$ cat src/rtl/mux_8x16_arbiter.sv
// Round-robin arbiter for the shared 8-input, 16-bit result bus.
// Picks one owner at a time, drives the mux select and a one-hot grant,
// preempts an owner after MAX_HOLD cycles when others wait, and inserts
// one idle gap cycle between successive owners.
module mux_8x16_arbiter #(
    parameter int MAX_HOLD = 16
) (
    input  logic       clk,
    input  logic       rst_n,
    input  logic [7:0] req,
    output logic [2:0] s,
    output logic [7:0] gnt,
    output logic       valid,
    output logic [7:0] hold_cnt
);

    typedef enum logic [1:0] {
        IDLE  = 2'd0,
        GRANT = 2'd1,
        GAP   = 2'd2
    } state_t;

    // Tenure length after which a waiting requester forces a handover
    localparam logic [7:0] HOLD_LIM = 8'(MAX_HOLD - 1);

    state_t     r_state;
    logic [2:0] r_s;
    logic [7:0] r_gnt;
    logic       r_valid;
    logic [7:0] r_hold_cnt;
    logic [2:0] r_last;

    state_t     w_state_nxt;
    logic [2:0] w_s_nxt;
    logic [7:0] w_gnt_nxt;
    logic       w_valid_nxt;
    logic [7:0] w_hold_nxt;
    logic [2:0] w_last_nxt;

    logic [2:0] w_idx;
    logic [2:0] w_winner;
    logic       w_others;
    logic       w_preempt;

    // Round-robin search: scan downward so the closest index after r_last wins
    always_comb begin
        w_idx    = r_last;
        w_winner = r_last;
        for (int k = 8; k >= 1; k--) begin
            w_idx = r_last + k[2:0];
            if (req[w_idx]) begin
                w_winner = w_idx;
            end
        end
    end

    // Another requester is waiting, and the owner has used up its tenure
    always_comb begin
        w_others  = |(req & ~(8'b1 << r_s));
        w_preempt = (r_hold_cnt >= HOLD_LIM) && w_others;
    end

    // Next-state and registered-output values
    always_comb begin
        w_state_nxt = r_state;
        w_s_nxt     = r_s;
        w_gnt_nxt   = 8'h00;
        w_valid_nxt = 1'b0;
        w_hold_nxt  = 8'h00;
        w_last_nxt  = r_last;
        case (r_state)
            IDLE, GAP: begin
                if (|req) begin
                    w_state_nxt = GRANT;
                    w_s_nxt     = w_winner;
                    w_gnt_nxt   = 8'b1 << w_winner;
                    w_valid_nxt = 1'b1;
                    w_last_nxt  = w_winner;
                end else begin
                    w_state_nxt = IDLE;
                end
            end
            GRANT: begin
                if (!req[r_s] || w_preempt) begin
                    w_state_nxt = GAP;
                end else begin
                    w_gnt_nxt   = r_gnt;
                    w_valid_nxt = 1'b1;
                    w_hold_nxt  = (r_hold_cnt == 8'hFF) ? 8'hFF : r_hold_cnt + 8'd1;
                end
            end
            default: begin
                w_state_nxt = IDLE;
            end
        endcase
    end

    // State and output registers; last=7 on reset so requester 0 is searched first
    always_ff @(posedge clk or negedge rst_n) begin
        if (!rst_n) begin
            r_state    <= IDLE;
            r_s        <= 3'd0;
            r_gnt      <= 8'h00;
            r_valid    <= 1'b0;
            r_hold_cnt <= 8'h00;
            r_last     <= 3'd7;
        end else begin
            r_state    <= w_state_nxt;
            r_s        <= w_s_nxt;
            r_gnt      <= w_gnt_nxt;
            r_valid    <= w_valid_nxt;
            r_hold_cnt <= w_hold_nxt;
            r_last     <= w_last_nxt;
        end
    end

    assign s        = r_s;
    assign gnt      = r_gnt;
    assign valid    = r_valid;
    assign hold_cnt = r_hold_cnt;

endmodule

$ cat config.mk
export PLATFORM = sky130hd
export DESIGN_NAME = mux_8x16_arbiter
export DESIGN_NICKNAME = d
export VERILOG_FILES = /design/src/rtl/mux_8x16_arbiter.sv
export SDC_FILE = /design/constraint.sdc
export NUM_CORES = 1
export LEC_CHECK = 0
export BUFFER_PORTS_ARGS = -buffer_cell sky130_fd_sc_hd__clkbuf_2
export CELL_PAD_IN_SITES_DETAIL_PLACEMENT = 1
export CELL_PAD_IN_SITES_GLOBAL_PLACEMENT = 2
export CORE_ASPECT_RATIO = 1.25
export CORE_MARGIN = 2
export CORE_UTILIZATION = 40
export CTS_BUF_LIST = sky130_fd_sc_hd__clkbuf_16
export CTS_CLUSTER_DIAMETER = 50
export DETAILED_ROUTE_END_ITERATION = 8
export PLACE_DENSITY_LB_ADDON = 0.1
export SLEW_MARGIN = 25
export SYNTH_ARGS = -nofsm -noshare
export SYNTH_HDL_FRONTEND = slang
export SYNTH_SLANG_ARGS = --single-unit
export TNS_END_PERCENT = 10
$ cat constraint.sdc
create_clock -name clk -period 6.55 [get_ports clk]
set_input_delay 0.3275 -clock clk [delete_from_list [all_inputs] [get_ports clk]]
set_output_delay 0.3275 -clock clk [all_outputs]
set_load 0.01 [all_outputs]
==> out/qor.txt <==
I/O pins: 30
synth unique cells: 56
HPWL after detailed placement: 4590 um
Peak VDD IR: 0.0002476 V
Reg area: 629.4 sq um
final WL: 6160 um
Final Skew: 0.003784 ns
fin crit period: 3.956 ns
CP max-delay cell: ha_1
post_cts resized: 0
nature of the critical path endpoint: flop
layout cell share with drive strength beyond 1: 26.89%
status: finished, final reports clean
gpl congestion: 0.9450
WS Path Type: reg -> reg
Yosys top cell area share: 24.57%
largest net degree at the start of global routing: 26
Area Growth Syn to Fin: 8.766%
vias in the first global route: 2015
Clock Tree Root: clkbuf_16
first-pass GRT wire length: 10330 um
total setup buffers inserted after CTS: 0
Syn Area/Cell: 9.960 sq um
fraction of registers with async set/reset: 100.0%
Die W: 70.95 um
Gate Count Post-Synth: 225
CP required: 6.70 ns
Die ar.: 6221 sq um
area of the multi-input gates: 1470 sq um
# rows: 30
YS warnings: 0
CTS tree: done
period utilization: 60.40%
top_reg_cell synth: dfrtp_1
Port Buffer Count: 29
Clock transition at path regs: 0.06 ns
H-tree depth: 1
crit-path max FO: 17
Final Util: 45.09%
final count of hold timing violations: 0
Worst-Skew Late Latency: 0.26 ns
DR WL/cell: 20.40 um
register area share after synthesis: 28.08%
drt drc: 0
Syn Nets: 238
number of flops mapped to enable cells by yosys: 0
Die Y: 87.69 um
CTS Buf Count: 3
Max Freq: 252.8 MHz
antenna violations before repair: 0
commonest cells in the netlist: dfrtp_1, nor2_1, nand2_1, a21oi_1, mux4_2
# Max-Cap Violations: 0
CP Buf/Inv Count: 1
P_leak: 0.001010 uW
Post-DRT Antenna Nets: 0
drt initial violations: 79
Final setup viols: 0
cell with the most instances after synthesis: dfrtp_1
DRT Pass-1 Iters: 4
Initial Util: 41.46%
CP startpoint kind: flop
delay-heaviest family, CP: compound AO/OA/AOI/OAI gates
worst hold margin: 0.07681 ns
# fillers: 617
post-detailed-route via-to-cell ratio: 6.374
Yosys top cell by area: dfrtp_1
crit-path cells: clkinv_1, ha_1, mux4_2, a221o_1, a222oi_1, o21ai_1, o21a_1, a32o_1
Max Transition Viols Final: 0
largest cells by area after synthesis: dfrtp_1, mux4_2, mux4_1
Max stage delay on crit path: 0.83 ns
Crit path arrival time: 4.10 ns
area of the core: 5405 sq um
Final Net Count: 252
reg-to-reg setup timing slack: 2.59 ns
setup_tns: 0 ns
Min-Delay Path Class: in -> async
Slew @ Worst Pin: 0.7289 ns
post-synthesis cell area: 2241 sq um
Final Total Pwr: 1441 uW
deepest clock path buffer count: 2
Cell Pwr Density: 591.1 nW/um^2
hold_buf cts: 0
headroom to the max-slew limit: 51.41%
Yosys reg bits: 25
RSZ-0062 raised after global routing: false
Tot GR Track Use: 20.60%
gr ovfl total: 0
Via Count: 1925
n_diodes: 0
Sink Count: 25
## cells in the final DEF (no fill, tap or decap), types with 3 or more instances in the layout
master,n
mux4_2,12
mux2i_1,8
a21oi_1,12
nor2b_1,3
xnor2_1,7
a21boi_0,5
a221o_1,3
a32o_1,8
and3_1,3
mux4_1,4
o21a_1,5
clkbuf_16,3
dfrtp_1,22
nand2_1,16
clkbuf_2,29
clkinv_1,3
ha_1,3
o21ai_1,4
nand2b_1,4
nand3_1,9
dfstp_2,3
nor3_1,4
nor2_1,19
o21ai_0,5
mux2_2,7
## kinds of logic after synthesis
kind of cell	after synthesis	share of synthesized area [%]
compound gates	62	21.55
xor+xnor	9	3.518
fa+ha+maj	3	1.675
buf+inv	27	6.309
flops	25	28.09
mux	31	23.84
simple gates	68	15.02
## state kept, by name (all words and copies together), names as in the netlist
register,flops
s,3
r_last,3
hold_cnt,8
valid,1
gnt,8
r_state,2
## routing by layer
metal,track usage [%],wire length (um),share of wire [%]
met1,25.36,2550,41
met2,38.83,3350,54
met3,1.726,174,2.8
met4,5.146,85,1.4
met5,0,0,0
## cell type report
class                      instances  share of cell area (%)
multi-input combinational        173                   60.32
sequential                        25                   25.82
timing repair buffer              30                   6.263
tap                               64                   3.285
clock buffer                       3                   3.080
inverter                           6                  0.9240
clock inverter                     1                  0.3080
## power by group
part / leakage [uW] / switching, uW / internal [uW]
logic: 0.000651 / 560 / 444
registers: 0.000322 / 93.5 / 208
clock network: 0.0000371 / 52.2 / 82.7
## final timing paths
check,startpoint,end,cells past startpoint
setup / recovery,r_last[1]$_DFFE_PN1P_,gnt[0]$_DFFE_PN0N_,8
hold / removal,rst_n,gnt[0]$_DFFE_PN0N_,1
setup reg to reg,r_last[1]$_DFFE_PN1P_,gnt[0]$_DFFE_PN0N_,8
hold reg to reg,gnt[7]$_DFFE_PN0N_,gnt[7]$_DFFE_PN0N_,1
max in group asynchronous,rst_n,hold_cnt[6]$_DFF_PN0_,1
min in group clk,gnt[7]$_DFFE_PN0N_,gnt[7]$_DFFE_PN0N_,1
## metrics by stage
step	area (sq um)	setup WS, ns	std cells
after floorplan	2241	3.165	225
after global placement	2355	2.770	298
final	2437	2.594	302
after global routing	2437	2.344	302
after CTS	2437	2.626	302
after detailed placement	2355	2.636	298
No activity file was read; power rests on OpenSTA's default activity.
